$ cat src/rtl/cpu_step_controller.sv
// Single-step / run / breakpoint controller for a soft CPU. It gates the CPU
// with a one-cycle advance pulse and sequences a timed CPU reset.
module cpu_step_controller #(
  parameter int DIV_W      = 20,
  parameter int RST_CYCLES = 4
) (
  input  logic        sys_Clock,
  input  logic        Reset,
  input  logic        step_btn,
  input  logic        run_btn,
  input  logic        cpu_rst_btn,
  input  logic [31:0] pc,
  input  logic [31:0] bp_addr,
  input  logic        bp_en,
  output logic        cpu_clk_en,
  output logic        cpu_reset,
  output logic [2:0]  state,
  output logic        halted,
  output logic [15:0] instr_count
);

  typedef enum logic [2:0] {
    S_IDLE = 3'd0,
    S_STEP = 3'd1,
    S_RUN  = 3'd2,
    S_BRK  = 3'd3,
    S_CRST = 3'd4
  } state_t;

  localparam logic [7:0] HOLD_INIT = 8'(RST_CYCLES);

  state_t           state_q, state_d;
  logic [7:0]       hold_q, hold_d;
  logic [DIV_W-1:0] tick_q, tick_d;
  logic             skip_q, skip_d;
  logic [15:0]      instr_count_q, count_d;
  logic             clk_en_d, cpu_reset_d;
  logic             step_prev, run_prev, rst_prev;
  logic             step_edge, run_edge, rst_edge;
  logic             tick_wrap, bp_hit;

  assign step_edge = step_btn & ~step_prev;
  assign run_edge  = run_btn & ~run_prev;
  assign rst_edge  = cpu_rst_btn & ~rst_prev;

  // One advance opportunity per 2^DIV_W cycles spent in RUN.
  assign tick_wrap = (state_q == S_RUN) && (tick_q == '1);
  // skip_q lets the instruction we stopped on execute once after resuming.
  assign bp_hit    = tick_wrap && bp_en && (pc == bp_addr) && !skip_q;

  always_comb begin
    state_d  = state_q;
    hold_d   = hold_q;
    skip_d   = skip_q;
    count_d  = instr_count_q;
    clk_en_d = 1'b0;
    tick_d   = (state_q == S_RUN) ? tick_q + 1'b1 : '0;

    if (rst_edge) begin
      state_d = S_CRST;
      hold_d  = HOLD_INIT;
      count_d = '0;
      skip_d  = 1'b0;
    end else begin
      case (state_q)
        S_IDLE: begin
          if (run_edge) begin
            state_d = S_RUN;
            skip_d  = 1'b0;
          end else if (step_edge) begin
            state_d  = S_STEP;
            clk_en_d = 1'b1;
            count_d  = instr_count_q + 1'b1;
          end
        end
        S_STEP: state_d = S_IDLE;
        S_RUN: begin
          if (run_edge) begin
            state_d = S_IDLE;
          end else if (tick_wrap) begin
            skip_d = 1'b0;
            if (bp_hit) begin
              state_d = S_BRK;
            end else begin
              clk_en_d = 1'b1;
              count_d  = instr_count_q + 1'b1;
            end
          end
        end
        S_BRK: begin
          if (run_edge) begin
            state_d = S_RUN;
            skip_d  = 1'b1;
          end else if (step_edge) begin
            state_d  = S_STEP;
            clk_en_d = 1'b1;
            count_d  = instr_count_q + 1'b1;
          end
        end
        S_CRST: begin
          hold_d = hold_q - 1'b1;
          if (hold_q <= 8'd1) begin
            state_d = S_IDLE;
          end
        end
        default: begin
          state_d = S_CRST;
          hold_d  = HOLD_INIT;
        end
      endcase
    end

    cpu_reset_d = (state_d == S_CRST);
  end

  always_ff @(posedge sys_Clock or negedge Reset) begin
    if (!Reset) begin
      state_q       <= S_CRST;
      hold_q        <= HOLD_INIT;
      tick_q        <= '0;
      skip_q        <= 1'b0;
      instr_count_q <= '0;
      step_prev     <= 1'b0;
      run_prev      <= 1'b0;
      rst_prev      <= 1'b0;
      cpu_clk_en    <= 1'b0;
      cpu_reset     <= 1'b1;
    end else begin
      state_q       <= state_d;
      hold_q        <= hold_d;
      tick_q        <= tick_d;
      skip_q        <= skip_d;
      instr_count_q <= count_d;
      step_prev     <= step_btn;
      run_prev      <= run_btn;
      rst_prev      <= cpu_rst_btn;
      cpu_clk_en    <= clk_en_d & ~cpu_reset_d;
      cpu_reset     <= cpu_reset_d;
    end
  end

  assign state       = state_q;
  assign halted      = (state_q == S_BRK);
  assign instr_count = instr_count_q;

endmodule
$ cat config.mk
export PLATFORM = sky130hd
export DESIGN_NAME = cpu_step_controller
export DESIGN_NICKNAME = d
export VERILOG_FILES = /design/src/rtl/cpu_step_controller.sv
export SDC_FILE = /design/constraint.sdc
export NUM_CORES = 1
export LEC_CHECK = 0
export BUFFER_PORTS_ARGS = -buffer_cell sky130_fd_sc_hd__buf_2
export CAP_MARGIN = 20
export CORE_MARGIN = 2
export CORE_UTILIZATION = 30
export DETAILED_ROUTE_END_ITERATION = 8
export MAX_ROUTING_LAYER = met4
export PLACE_DENSITY_LB_ADDON = 0.1
export SYNTH_ARGS = -nofsm -noshare
export SYNTH_HDL_FRONTEND = slang
export SYNTH_SLANG_ARGS = --single-unit
$ cat constraint.sdc
create_clock -name sys_Clock -period 3.1 [get_ports sys_Clock]
set_clock_uncertainty 0.05 [all_clocks]
set_input_delay 0.775 -clock sys_Clock [delete_from_list [all_inputs] [get_ports sys_Clock]]
set_output_delay 0.775 -clock sys_Clock [all_outputs]
set_load 0.005 [all_outputs]
Word-level counts from Yosys, hierarchy flattened
Cells that the tools add are included.
{"block": "classes", "add_sub_neg": 3, "magnitude_cmp": 1, "n_eq_ne": 15, "n_mux": 31, "bitwise_logic": 8, "reduce_logical": 12}
{"operator": "$mux W16", "count": 6}
{"operator": "$eq A32 B32 Y1", "count": 1}
{"operator": "$pmux W16 S2", "count": 1}
{"operator": "$mux W3", "count": 7}
{"operator": "$add A20 B1 Y20 const B", "count": 1}
{"operator": "$eq A20 B20 Y1 const B", "count": 1}
{"operator": "$mux W20", "count": 1}
{"operator": "$add A16 B1 Y16 const B", "count": 1}
{"operator": "$pmux W8 S2", "count": 1}
{"operator": "$ne A3 B3 Y1 const B", "count": 4}
{"operator": "$pmux W3 S4", "count": 1}
{"operator": "$mux W1", "count": 11}
{"operator": "$le A8 B1 Y1 const B", "count": 1}
{"operator": "$mux W8", "count": 1}
{"operator": "$sub A8 B1 Y8 const B", "count": 1}
{"operator": "$eq A3 B2 Y1 const B", "count": 2}
{"operator": "$eq A3 B3 Y1 const B", "count": 2}
{"operator": "$ne A3 B1 Y1 const B", "count": 2}
{"operator": "$reduce_and A6 Y1", "count": 1}
{"operator": "$reduce_and A5 Y1", "count": 1}
{"operator": "$and A1 B1 Y1", "count": 4}
{"operator": "$logic_and A1 B1 Y1", "count": 4}
{"operator": "$not A1 Y1", "count": 4}
{"operator": "$reduce_bool A4 Y1", "count": 1}
{"operator": "other kinds (10)", "count": 10}
{"block": "word_totals", "ff_bits": 53, "input_bits": 70, "out_inout_bits": 22, "word_cells": 80}

Depth between registers and ports, before layout
{"block": "depth", "depth_word": 13, "mapped_depth": 10}

Least setup slack after synthesis
OpenSTA, ideal clock, no wires.
{"block": "synth_path", "path_type": "in2reg", "startpoint": "in bp_addr[31]", "endpoint": "reg instr_count_q[7] (netlist: instr_count[7])", "t_arrival_ns": 2.346, "required_time_ns": 2.973, "setup_slack_ns": 0.626, "path_stages": 8, "path_buffers": 2, "path_cell_list": "xor2_1 nor4_1 nand4_2 nor4b_4 buf_6 buf_12 o31ai_1 a21oi_2"}
{"block": "synth_via", "elab_chain_len": 5}
{"element": "from (decl)", "line": "13", "text": "input logic [31:0] bp_addr,"}
{"element": "$eq A32 B32 Y1", "line": "49", "text": "assign bp_hit = tick_wrap && bp_en && (pc == bp_addr) && !skip_q;"}
{"element": "$logic_and A1 B1 Y1 (2 in series)", "line": "49"}
{"element": "$ne A3 B3 Y1 (no source line)"}
{"element": "$reduce_and A6 Y1 (no source line)"}
{"element": "to (signal assigned)", "line": "133", "text": "instr_count_q <= count_d;"}
{"element": "to (decl)", "line": "36", "text": "logic [15:0] instr_count_q, count_d;"}
Every way passes these cells.
A chain may end at the register's enable or synchronous reset.

Worst setup path after layout
{"block": "layout_path", "startpoint": "reg tick_q[0]", "endpoint": "reg instr_count_q[15] (netlist: instr_count[15])"}
{"block": "layout_via", "elab_chain_len": 7}
{"element": "from (decl)", "line": "34", "text": "logic [DIV_W-1:0] tick_q, tick_d;"}
{"element": "from (signal assigned)", "line": "131", "text": "tick_q <= tick_d;"}
{"element": "$eq A20 B20 Y1 *", "line": "47", "text": "assign tick_wrap = (state_q == S_RUN) && (tick_q == '1);"}
{"element": "$logic_and A1 B1 Y1 *", "line": "47"}
{"element": "$logic_and A1 B1 Y1 (3 in series)", "line": "49"}
{"element": "$ne A3 B3 Y1 (no source line)"}
{"element": "$reduce_and A6 Y1 (no source line) *"}
Mark *: on every way between the ends. The rest lies on a longest branch, timed or not.

==> results.sh <==
export IMPL_finalHoldViolCount=0
export IMPL_grt_pass1_wl_mm=13.35
export IMPL_fin_ws_ns=0.4825
export IMPL_dieArea_um2=11570
export IMPL_syn_area_per_cell_um2=9.328
export IMPL_fp_row_count=37
export IMPL_drt_iter0_markers=129
export IMPL_ys_ff_latch=53
export IMPL_reg2reg_to="instr_count[15]"
export IMPL_final_min_clock_period_ns=2.617
export IMPL_hp_start="tick_q[0]"
export IMPL_clock_sinks=53
export IMPL_die_y_um=107.6
export IMPL_ys_warn_count=0
export IMPL_cts_root_buf="clkbuf_8"
export IMPL_end_kind="register"
export IMPL_routedWlPerCell_um=14.92
export IMPL_max_freq_mhz=382.0
export IMPL_antenna_found_initial=0
export IMPL_dp_cells=566
export IMPL_syn2layout_area_growth_pct=21.46
export IMPL_synthSimpleGateAreaFrac_pct=26.94
export IMPL_synth_edf_count=0
export IMPL_drive_gt1_share_pct=28.54
export IMPL_grt_overflow_total=0
export IMPL_cellPowerDensity_nw_per_um2=419.9
export IMPL_worstRegToRegCells=8
export IMPL_fin_hold_ws_ns=0.4214
export IMPL_synth_top_family_by_area="simple AND/OR/NAND/NOR gates"
export IMPL_final_util_pct=37.69
export IMPL_track_usage_pct=14.85
export IMPL_tightest_slew_ns=0.7098
export IMPL_core_area_um2=10370
export IMPL_startpoint_type="register"
export IMPL_grt_max_degree=54
export IMPL_cp_data_arrival_time_ns=2.80
export IMPL_status="complete, no violations"
export IMPL_vias_per_cell=5.024
export IMPL_htreeDepth=2
export IMPL_start_util_pct=31.03
export IMPL_r2r_start="tick_q[0]"
export IMPL_r2r_slack_ns=0.48
export IMPL_first_global_vias=2683
export IMPL_synth_top_cell_by_area="dfrtp_1"
export IMPL_cts_buffers_inserted=5
export IMPL_crit_type="reg2reg"
export IMPL_synth_compound_area_share_pct=13.76
export IMPL_yosysMostFrequentCell="dfrtp_1"
export IMPL_finalSetupTns_ns=0
export IMPL_crit_fanout=28
export IMPL_critPathRequiredTime_ns=3.28
export IMPL_io_pins=92
export IMPL_clock_path_buffers=2
export IMPL_io_buffers=91
export IMPL_cts_tree="yes"
export IMPL_clkLatencyLatePin_ns=0.32
export IMPL_hold_buffers=0
export IMPL_synth_fa_ha_area_share_pct=1.555
export IMPL_fin_crit_sh_pct=84.43
export IMPL_syn_area_um2=3218
export IMPL_die_width_um=107.6
export IMPL_clk_pin_slew_ns=0.10
export IMPL_nNetsFinal=511
export IMPL_rsz0062_at_grt="false"
export IMPL_remaining_drc_errors=0
export IMPL_gp_congestion=0.7291
export IMPL_leakagePower_nw=1.694
export IMPL_cts_resized=0
export IMPL_synthCells=345
export IMPL_drv_slew=0
export IMPL_firstDrtPassIters=4
export IMPL_synth_cell_type_count=44
export IMPL_synth_top_cell_area_share_pct=38.88
export IMPL_setup_viol_count_final=0
export IMPL_async_flop_share_pct=100.0
export IMPL_postCtsSetupBuffers=0
export IMPL_ys_top_cells_by_area="dfrtp_1 (39%), xor2_1 (8.2%), xnor2_1 (4.4%)"
export IMPL_instances_no_fill=574
export IMPL_insertedDiodeCount=0
export IMPL_slew_headroom_pct=52.68
export IMPL_startpoint="tick_q[0]"
export IMPL_crit_end="instr_count[15]"
export IMPL_via_count=2884
export IMPL_synth_nets=419
export IMPL_drv_cap=0
export IMPL_muxShareOfSynthArea_pct=0.3110
export IMPL_synth_ff_type="dfrtp_1"
export IMPL_totalWireLength_mm=8.565
export IMPL_yosysSeqAreaShare_pct=41.33
export IMPL_ant_nets=0
export IMPL_synth_top_cells_by_count="dfrtp_1 (50), nor2_1 (36), xor2_1 (30), nand2_1 (23), o21ai_0 (19)"
export IMPL_preCtsSetupSlack_ns=0.3641
export IMPL_hpwl_mm=6.128
export IMPL_hp_class="reg2reg"
export IMPL_ir_drop_v=0.0002575
export IMPL_synth_xor_area_share_pct=12.52
area by class of cell:
| class | instances | area, um^2 |
|---|---|---|
| Tap cell | 136 | 170.2 |
| Inverter | 7 | 26.28 |
| Sequential cell | 53 | 1330 |
| Multi-Input combinational cell | 271 | 1775 |
| Clock buffer | 5 | 68.82 |
| Fill cell | 1096 | 6461 |
| Timing Repair Buffer | 99 | 515.5 |
| Clock inverter | 3 | 22.52 |
flip-flops by register name, summed over array words and instances, names as in the netlist:
name,flops
cpu_reset,1
tick_q,20
state,3
instr_count,16
skip_q,1
run_prev,1
step_prev,1
rst_prev,1
cpu_clk_en,1
hold_q,8
per-stage QoR:
stage / instance area (um^2) / total power, mW
finish: 3909 / 1.641
global route: 3909 / 1.764
CTS: 3909 / 1.672
detailed placement: 3817 / 1.253
global placement: 3817 / 1.245
floorplan: 3218 / 1.088
worst max-delay path, cell delays in order (launching register included):
cell,delay (ns)
dfrtp_1,0.38
ha_1,0.27
and4_1,0.24
nand4_1,0.20
nor4_1,0.43
nor2_1,0.09
buf_4,0.23
or4_1,0.49
a21oi_1,0.17
routing by layer:
metal  share of wire (%)  global-route usage [%]  up-vias  wire (um)
met5                   0                       -        -          0
met4                 1.1                   3.480        0         98
li1                    -                       -     1446          -
met2                  46                   24.89       99       3919
met3                 7.5                   3.148        7        639
met1                  46                   18.40     1332       3907
worst min path at each step:
stage | endpoint | depth (start not counted)
after floorplan | tick_q[0] | 1
after global placement | tick_q[0] | 1
after detailed placement | tick_q[0] | 1
after CTS | tick_q[0] | 1
after global routing | tick_q[0] | 1
final | tick_q[0] | 1
cells in the final DEF (no fill, tap or decap), drive strengths merged, types with 4 or more instances in the layout:
master	netlist	layout
clkbuf	9	5
o31ai	15	15
nor3	4	4
xnor2	16	16
nand2b	6	6
and3	9	9
nor4	10	10
or3	8	8
buf	5	99
or4	15	15
o21ai	20	20
nand2	23	23
xor2	30	30
nor2	36	36
ha	4	4
and4	6	6
dfrtp	50	50
nand4	12	12
a21oi	23	23
nand3	15	15
inv	7	7
cell families after synthesis:
group,count (synthesis)
flops,53
mux,1
simple gates,153
fa+ha+maj,4
xor+xnor,46
compound gates,67
buf+inv,21
power by group:
| group | internal [mW] | leakage [nW] | switching (mW) |
|---|---|---|---|
| registers | 0.765 | 0.718 | 0.0688 |
| clock network | 0.159 | 0.0364 | 0.250 |
| logic | 0.170 | 0.940 | 0.228 |
Note: power is estimated with default switching activity, not from simulation.
